### src/rtl/flow_key_extractor.sv
// flow_key_extractor
//   Parses an AXI4-Stream Ethernet frame (DATA_W = 8/32/64), optionally skips
//   one 802.1Q tag, and extracts the IPv4 5-tuple into a 104-bit flow key with
//   a 16-bit fold hash and status flags. Acts as a frame sink and keeps
//   per-class frame counters.
//
// Ports
//   clk, rst        : clock, synchronous active-high reset
//   s_axis_*        : input frame stream (first byte on tdata[7:0])
//   m_key           : {src_ip, dst_ip, src_port, dst_port, proto}
//   m_hash          : XOR of the seven 16-bit words of {8'h00, m_key}
//   m_flags         : [0] ipv4, [1] ports valid, [2] vlan, [3] truncated
//   m_key_valid/ready : output slot handshake
//   stat_*          : frame / non-IP / truncated counters (wrap at 2^32)
module flow_key_extractor #(
  parameter int unsigned DATA_W  = 32,
  parameter bit          VLAN_EN = 1'b1
) (
  input  logic                clk,
  input  logic                rst,
  input  logic [DATA_W-1:0]   s_axis_tdata,
  input  logic [DATA_W/8-1:0] s_axis_tkeep,
  input  logic                s_axis_tvalid,
  input  logic                s_axis_tlast,
  output logic                s_axis_tready,
  output logic [103:0]        m_key,
  output logic [15:0]         m_hash,
  output logic [3:0]          m_flags,
  output logic                m_key_valid,
  input  logic                m_key_ready,
  output logic [31:0]         stat_frames,
  output logic [31:0]         stat_non_ip,
  output logic [31:0]         stat_trunc
);

  localparam int unsigned NB      = DATA_W / 8;
  localparam int unsigned HDR_N   = 26;      // header bytes 12..37 are kept
  localparam logic [7:0]  HDR_LO  = 8'd12;
  localparam logic [7:0]  HDR_HI  = 8'd38;
  localparam logic [7:0]  OFF_MAX = 8'd127;

  typedef enum logic {
    IDLE,
    PARSE
  } state_e;

  state_e                 state_q;
  logic [6:0]             off_q;
  logic [HDR_N-1:0][7:0]  hdr_q, hdr_d;
  logic [31:0]            ports_q, ports_d;
  logic [103:0]           key_q, key_d;
  logic [15:0]            hash_q, hash_d;
  logic [3:0]             flags_q, flags_d;
  logic                   valid_q;
  logic [31:0]            frames_q, non_ip_q, trunc_q;

  logic                   beat_ok, last_ok, frame_start;
  logic [6:0]             base, cnt_d;
  logic [7:0]             nbytes, sum;
  logic [7:0]             hlane_off, plane_off, rel;
  logic                   vlan;
  logic [4:0]             lb;
  logic [7:0]             l3_off, p_off, vi, proto;
  logic [15:0]            ethertype;
  logic [12:0]            frag_off;
  logic [31:0]            src_ip, dst_ip;
  logic                   is_ip, is_trunc, ports_ok;
  logic [111:0]           hash_src;

  // A new frame's first beat waits while the slot is full and not draining.
  assign s_axis_tready = !(state_q == IDLE && valid_q && !m_key_ready);
  assign beat_ok       = s_axis_tvalid && s_axis_tready;
  assign last_ok       = beat_ok && s_axis_tlast;
  assign frame_start   = (state_q == IDLE);
  assign base          = frame_start ? '0 : off_q;

  // Bytes received so far including this beat, saturating at 127.
  always_comb begin
    nbytes = '0;
    for (int unsigned i = 0; i < NB; i++) begin
      nbytes = nbytes + {7'd0, s_axis_tkeep[i]};
    end
    sum   = {1'b0, base} + nbytes;
    cnt_d = (sum > OFF_MAX) ? 7'd127 : sum[6:0];
  end

  // Header bytes are stored by absolute offset; fields are then picked from
  // the merged view so that a field completed on the tlast beat is usable.
  always_comb begin
    hdr_d     = frame_start ? '0 : hdr_q;
    hlane_off = '0;
    for (int unsigned i = 0; i < NB; i++) begin
      hlane_off = {1'b0, base} + 8'(i);
      if (beat_ok && s_axis_tkeep[i] && hlane_off >= HDR_LO && hlane_off < HDR_HI) begin
        hdr_d[5'(hlane_off - HDR_LO)] = s_axis_tdata[8*i +: 8];
      end
    end
  end

  always_comb begin
    vlan      = VLAN_EN && hdr_d[0] == 8'h81 && hdr_d[1] == 8'h00;
    lb        = vlan ? 5'd6 : 5'd2;          // L3 base relative to byte 12
    l3_off    = vlan ? 8'd18 : 8'd14;
    ethertype = {hdr_d[lb - 5'd2], hdr_d[lb - 5'd1]};
    vi        = hdr_d[lb];
    frag_off  = {hdr_d[lb + 5'd6][4:0], hdr_d[lb + 5'd7]};
    proto     = hdr_d[lb + 5'd9];
    src_ip    = {hdr_d[lb + 5'd12], hdr_d[lb + 5'd13], hdr_d[lb + 5'd14], hdr_d[lb + 5'd15]};
    dst_ip    = {hdr_d[lb + 5'd16], hdr_d[lb + 5'd17], hdr_d[lb + 5'd18], hdr_d[lb + 5'd19]};
    p_off     = l3_off + {2'b00, vi[3:0], 2'b00};
  end

  // Port bytes: earlier speculative captures (before IHL is known) are always
  // overwritten by the real P..P+3 bytes, which lie beyond the IP header.
  always_comb begin
    ports_d   = frame_start ? '0 : ports_q;
    plane_off = '0;
    rel       = '0;
    for (int unsigned i = 0; i < NB; i++) begin
      plane_off = {1'b0, base} + 8'(i);
      rel       = plane_off - p_off;
      if (beat_ok && s_axis_tkeep[i] && plane_off < OFF_MAX &&
          plane_off >= p_off && rel < 8'd4) begin
        case (rel[1:0])
          2'd0:    ports_d[31:24] = s_axis_tdata[8*i +: 8];
          2'd1:    ports_d[23:16] = s_axis_tdata[8*i +: 8];
          2'd2:    ports_d[15:8]  = s_axis_tdata[8*i +: 8];
          default: ports_d[7:0]   = s_axis_tdata[8*i +: 8];
        endcase
      end
    end
  end

  always_comb begin
    is_ip    = ethertype == 16'h0800 && vi[7:4] == 4'd4;
    is_trunc = vi[3:0] < 4'd5 || {1'b0, cnt_d} < l3_off + 8'd20;
    ports_ok = (proto == 8'd6 || proto == 8'd17) && frag_off == '0 &&
               {1'b0, cnt_d} >= p_off + 8'd4;
    key_d      = '0;
    flags_d    = '0;
    flags_d[2] = vlan;
    if (is_ip) begin
      flags_d[0] = 1'b1;
      if (is_trunc) begin
        flags_d[3] = 1'b1;
      end else begin
        flags_d[1] = ports_ok;
        key_d      = {src_ip, dst_ip, (ports_ok ? ports_d : 32'h0), proto};
      end
    end
    hash_src = {8'h00, key_d};
    hash_d   = '0;
    for (int unsigned w = 0; w < 7; w++) begin
      hash_d = hash_d ^ hash_src[16*w +: 16];
    end
  end

  always_ff @(posedge clk) begin
    if (rst) begin
      state_q  <= IDLE;
      off_q    <= '0;
      hdr_q    <= '0;
      ports_q  <= '0;
      valid_q  <= 1'b0;
      key_q    <= '0;
      hash_q   <= '0;
      flags_q  <= '0;
      frames_q <= '0;
      non_ip_q <= '0;
      trunc_q  <= '0;
    end else begin
      if (beat_ok) begin
        hdr_q   <= hdr_d;
        ports_q <= ports_d;
        if (s_axis_tlast) begin
          state_q <= IDLE;
          off_q   <= '0;
        end else begin
          state_q <= PARSE;
          off_q   <= cnt_d;
        end
      end
      // A load on tlast takes priority over the drain in the same cycle.
      if (last_ok) begin
        valid_q  <= 1'b1;
        key_q    <= key_d;
        hash_q   <= hash_d;
        flags_q  <= flags_d;
        frames_q <= frames_q + 32'd1;
        if (!is_ip)
          non_ip_q <= non_ip_q + 32'd1;
        else if (is_trunc)
          trunc_q <= trunc_q + 32'd1;
      end else if (valid_q && m_key_ready) begin
        valid_q <= 1'b0;
        key_q   <= '0;
        hash_q  <= '0;
        flags_q <= '0;
      end
    end
  end

  assign m_key       = key_q;
  assign m_hash      = hash_q;
  assign m_flags     = flags_q;
  assign m_key_valid = valid_q;
  assign stat_frames = frames_q;
  assign stat_non_ip = non_ip_q;
  assign stat_trunc  = trunc_q;

endmodule

### config.mk
export PLATFORM = sky130hd
export DESIGN_NAME = flow_key_extractor
export DESIGN_NICKNAME = d
export VERILOG_FILES = /design/src/rtl/flow_key_extractor.sv
export SDC_FILE = /design/constraint.sdc
export NUM_CORES = 2
export LEC_CHECK = 0
export CAP_MARGIN = 20
export CORE_MARGIN = 4
export CORE_UTILIZATION = 54
export DETAILED_ROUTE_END_ITERATION = 8
export GPL_TIMING_DRIVEN = 0
export PLACE_DENSITY_LB_ADDON = 0.25
export REMOVE_ABC_BUFFERS = 1
export SYNTH_ARGS = -nofsm -noshare
export SYNTH_HDL_FRONTEND = slang
export SYNTH_SLANG_ARGS = --single-unit
### constraint.sdc
create_clock -name clk -period 12.05 [get_ports clk]
set_input_delay 2.41 -clock clk [delete_from_list [all_inputs] [get_ports clk]]
set_output_delay 2.41 -clock clk [all_outputs]
set_load 0.1 [all_outputs]
Word-level counts from Yosys, hierarchy flattened
Cells that the tools add are included.
{"block": "word_totals", "ff_bits": 469, "inputBits": 41, "output_inout_bits": 222, "word_cells": 278}
{"block": "classes", "addsub": 34, "n_lt_le_gt_ge": 46, "eq_ne": 13, "muxes": 87, "bitwise": 8, "n_reduce_logical": 54}
{"cell": "2-to-1 mux 208 bit", "n": 5}
{"cell": "bitwise mux 208 bit", "n": 4}
{"cell": "binary-select mux 8 bit (select 5 bit)", "n": 14}
{"cell": "2-to-1 mux 104 bit", "n": 4}
{"cell": "2-to-1 mux 8 bit", "n": 33}
{"cell": "2-to-1 mux 32 bit", "n": 6}
{"cell": "demux 8 bit (select 5 bit)", "n": 4}
{"cell": "adder 32 x 1 -> 32 bit (second input constant)", "n": 3}
{"cell": "< comparator 5 x 6 -> 1 bit (second input constant)", "n": 15}
{"cell": "bitwise XOR 16 bit", "n": 5}
{"cell": "logical AND 1 bit", "n": 37}
{"cell": "< comparator 8 x 3 -> 1 bit (second input constant)", "n": 4}
{"cell": "2-to-1 mux 16 bit", "n": 2}
{"cell": "adder 3 x 4 -> 5 bit (second input constant)", "n": 5}
{"cell": "greater-or-equal comparator 8 x 4 -> 1 bit (second input constant)", "n": 3}
{"cell": "greater-or-equal comparator 8 x 7 -> 1 bit", "n": 3}
{"cell": "< comparator 8 x 6 -> 1 bit (second input constant)", "n": 3}
{"cell": "< comparator 8 x 7 -> 1 bit (second input constant)", "n": 3}
{"cell": "subtractor 8 x 7 -> 8 bit", "n": 3}
{"cell": "2-to-1 mux 7 bit", "n": 3}
{"cell": "adder 3 x 5 -> 5 bit (second input constant)", "n": 4}
{"cell": "greater-or-equal comparator 5 x 1 -> 1 bit (second input constant)", "n": 4}
{"cell": "subtractor 5 x 4 -> 5 bit (second input constant)", "n": 4}
{"cell": "adder 7 x 2 -> 8 bit (second input constant)", "n": 2}
{"cell": "other kinds (45)", "n": 69}

Longest topological paths before layout
{"block": "logic_depth", "word_depth": 42, "depth_mapped": 57, "ltp_nobuf": 36}

Least setup slack after synthesis
OpenSTA, ideal clock, no wires.
{"block": "synth_path", "kind": "register -> register", "startpoint": "reg state_q", "endpoint": "reg hash_q[0] (netlist: m_hash[0])", "setup_time_ps": 119, "t_arrival_ps": 12590, "required_time_ps": 11931, "path_slack_ps": -660, "path_stages_with_launch": 54, "n_path_buf": 22, "synth_period_minus_slack_ps": 12710, "path_cell_list": "dfxtp_1 buf_4 buf_2 clkbuf_1 clkbuf_1 clkbuf_1 clkbuf_1 buf_1 clkbuf_1 buf_1 buf_1 clkbuf_1 clkbuf_1 buf_1 nand2_1 inv_1 ha_1 clkbuf_1 [18 not listed] nor2_1 ha_1 a221oi_1 inv_1 ha_1 xor2_1 a2111oi_0 o211ai_1 or4b_2 a211oi_1 or3_1 clkbuf_1 buf_2 nand4_1 a31oi_1 xnor2_1 mux2i_1 nand2_1"}
{"block": "synth_via", "elab_chain_len": 41, "elab_cells_between_ends": 176, "classes_between": "24 x add/sub; 32 x order compare; 9 x eq/ne; 58 x mux; 7 x bitwise; 46 x reduce/logical"}
{"item": "start, declared", "line": "47", "source": "state_e state_q;"}
{"item": "start signal, assigned", "line": "160", "source": "state_q <= IDLE;"}
{"item": "start signal, assigned", "line": "176", "source": "state_q <= IDLE;"}
{"item": "start signal, assigned", "line": "179", "source": "state_q <= PARSE;"}
{"item": "parallel branches: the longest is 41 deep, another holds adder 7 x 1 -> 8 bit"}
{"item": "end signal, assigned", "line": "187", "source": "hash_q <= hash_d;"}
{"item": "end, declared", "line": "52", "source": "logic [15:0] hash_q, hash_d;"}
Several ways; the timed one is not identified. The select of a mux whose other input is x is not followed.
A chain may end at the register's enable or synchronous reset.

Worst setup path in the final report
{"block": "layout_path", "startpoint": "reg state_q", "endpoint": "reg hash_q[1] (netlist: m_hash[1])"}
The elaborated chain is that of the path after synthesis.

==> results.py <==
metrics = {
    "run_status": {
        "status": "finished with violations",
        "violations": "DRC",
    },
    "route": {
        "firstDrtPassIters": 9,
        "postRouteAntennaNets": 0,
        "vias": 34900,
        "drt_wl_total_um": 123000,
        "wl_met1_um": 45600,
        "wl_per_cell_um": 23.6,
        "highest_layer": "met4",
        "route.met3.wl_um": 18400,
        "via_per_inst": 6.67,
        "drc": 2,
        "dr.first_iter.drc_count": 5535,
        "dr_wl_met2_um": 49900,
    },
    "synthesis": {
        "yosysUniqueCellTypes": 91,
        "synthFlopType": "dfxtp_1",
        "synth_top_cell_area_share_pct": 28.3,
        "synth-edff-count": 0,
        "ys_async_sr_fraction_pct": 0,
        "ys_seq_elements": 439,
        "synthTopCellsByArea": "dfxtp_1, nor2_1, nand2_1",
        "yosys.area.top_type": "dfxtp_1",
        "yosys_warnings": 0,
        "synth_commonest_cells": "nor2_1, nand2_1, a21oi_1, dfxtp_1, clkbuf_1",
        "syn_inst": 4490,
        "yosysSeqAreaShare_pct": 28.3,
        "syn_area_per_cell_um2": 6.91,
        "synth_most_common_cell": "nor2_1",
        "synth_area_um2": 31000,
    },
    "worst_setup_path": {
        "critPathMostFrequentCell": "ha_1",
        "reg2reg_depth": 35,
        "cp_data_arrival_time_ns": 12.38,
        "critPathMaxFanout": 33,
        "r2r_start": "state_q",
        "cp_top_family": "simple AND/OR/NAND/NOR gates",
        "criticalPathCategory": "register to register",
        "slowest_delay_ns": 0.74,
        "cp.depth": 35,
        "rr_endpoint": "m_hash[1]",
        "cp_num_buf_inv": 5,
        "crit_path_end": "m_hash[1]",
        "reg2reg_slack_ns": 0.17,
        "critPathLaunch": "state_q",
        "start_kind": "register",
        "critPathSlowestCell": "or4b_2",
        "cp-end-kind": "register",
        "required_ns": 12.55,
    },
    "timing": {
        "finalWorstSetupSlack_ns": 0.171,
        "period_needed_ns": 11.88,
        "slew_headroom_pct": 13.1,
        "setup_viol": 0,
        "drv_slew": 0,
        "max_freq_mhz": 84.2,
        "worstMarginPinSlew_ns": 1.30,
        "setup_tns_ns": 0,
        "hold_ws_ns": 0.453,
        "hold_viol": 0,
        "post-route-period-util_pct": 98.6,
        "skew_ns": 0.0426,
    },
    "placed_design": {
        "place_congestion": 1.02,
        "placed_cell_area_um2": 33900,
        "port_buffers": 262,
        "dpl.hpwl_um": 79400,
        "post-place-ws_ns": -1.55,
        "dp_cells": 5129,
    },
    "die": {
        "ios": 263,
        "rows": 87,
        "core_um2": 56600,
        "dieHeight_um": 248,
        "start_util_pct": 54.8,
        "dieArea_um2": 61300,
        "die_w_um": 248,
    },
    "clocking": {
        "worstSkewPairLatency_ns": 0.62,
        "htree_levels": 2,
        "clk_root_buffer_cell": "clkbuf_16",
        "cts_tree": "built",
        "cts.clk_slew.worst_paths_ns": 0.07,
        "cts_buffer_depth": 3,
        "cts.sinks": 439,
        "cts-buffers-inserted": 50,
        "ctsHoldBuffers": 0,
    },
    "power_and_ir_drop": {
        "power_mw": 3.33,
        "peakVddDrop_v": 0.000108,
        "power_density_nw_per_um2": 92.8,
        "leakagePower_nw": 13.0,
    },
    "global_routing": {
        "grt_max_degree": 144,
        "antenna_found_initial": 3,
        "grt_pass1_wl_um": 184000,
        "grt_pass1_vias": 31100,
        "grt-ovfl-total": 0,
        "grt_use_total_pct": 38.0,
    },
    "layout": {
        "final_core_util_pct": 63.3,
        "fin_cells": 5236,
        "area_growth_pct": 15.6,
        "drive_above_1_share_pct": 6.71,
        "nets": 4531,
        "final_cell_area_um2": 35800,
    },
    "worst_hold_path": {
        "min_path_type": "register to register",
    },
    "run": {
        "drv_cap": 0,
    },
}
## flip-flops by register name, summed over array words and instances (netlist names)
register     count
off_q            7
m_key          104
state_q          1
m_hash          16
m_flags          4
stat_non_ip     32
ports_q         32
stat_frames     32
hdr_q          178
m_key_valid      1
stat_trunc      32
## worst min-delay path by stage
stage	startpoint	endpoint	slack (ns)	cells past startpoint
2_1_floorplan	hdr_q[9]	hdr_q[9]	0.43	2
3_5_place_dp	hdr_q[111]	hdr_q[111]	0.44	2
3_3_place_gp	hdr_q[38]	hdr_q[38]	0.44	2
4_1_cts	hdr_q[111]	hdr_q[111]	0.45	2
5_1_grt	ports_q[25]	ports_q[25]	0.47	2
6_report	hdr_q[13]	hdr_q[13]	0.45	2
## area by class of cell
type                            count  area [um^2]
Multi-Input combinational cell   3546        20500
Clock buffer                       72         1450
Clock inverter                     17          223
Timing Repair Buffer              329         3680
Inverter                           71          272
Sequential cell                   439         8790
Antenna cell                        6         15.0
Fill cell                        5149        20800
Tap cell                          756          946
## report_power, final
group	leakage, nW	internal [mW]	switching (mW)
Combinational	8.69	0.0505	0.224
Sequential	3.54	1.45	0.00591
Clock	0.819	0.924	0.669
## per-layer routing
layer / track usage (%) / vias to the layer above
li1: - / 15700
met1: 49.9 / 15900
met2: 55.4 / 2573
met3: 10.0 / 730
met4: 23.5 / 0
met5: 0 / -
## cells in the final DEF (no fill, tap or decap), drive strengths merged, types with 13 or more instances in the layout
master / netlist / layout
mux2i: 154 / 154
nand3: 104 / 104
nand2b: 13 / 13
dfxtp: 439 / 439
buf: 69 / 84
nor2: 783 / 783
o21ai: 240 / 240
o31ai: 17 / 17
nor4: 28 / 28
and3: 62 / 62
xor2: 66 / 66
or3: 28 / 29
ha: 47 / 47
a211oi: 52 / 52
a31oi: 57 / 57
o22ai: 23 / 23
and2: 16 / 16
a22oi: 114 / 114
clkbuf: 367 / 72
nand2: 611 / 611
nor3: 96 / 96
xnor2: 116 / 116
a21oi: 443 / 443
nor2b: 22 / 22
inv: 67 / 68
nand4: 75 / 76
o211ai: 211 / 211
a32oi: 16 / 16
clkdlybuf4s50: 0 / 245
## cell families (layout without fill, tap and decap cells)
kind of cell / count (synthesis) / in the layout / synth area share [%]
muxes: 164 / 164 / 5.37
xor gates and xnor gates: 183 / 183 / 5.24
and+or+nand+nor: 1886 / 1888 / 26.8
adders and majority gates: 53 / 53 / 2.28
DFF: 439 / 439 / 28.3
AOI/OAI and AO/OA: 1258 / 1258 / 25.5
buffers and inverters: 507 / 489 / 6.47
other: 0 / 6 / 0
## repair_timing
item                                    CTS  global route
gates resized for setup                  11            13
buffers inserted                          3             0
endpoints found under the setup margin   81            80
pin swaps                                 2             2
cloned                                    0             2
## worst min-delay path, cell delays in order (launching register included)
cell     delay [ns]
dfxtp_1        0.31
nand2_1        0.05
a21oi_1        0.05
No activity file was read; power rests on OpenSTA's default activity.
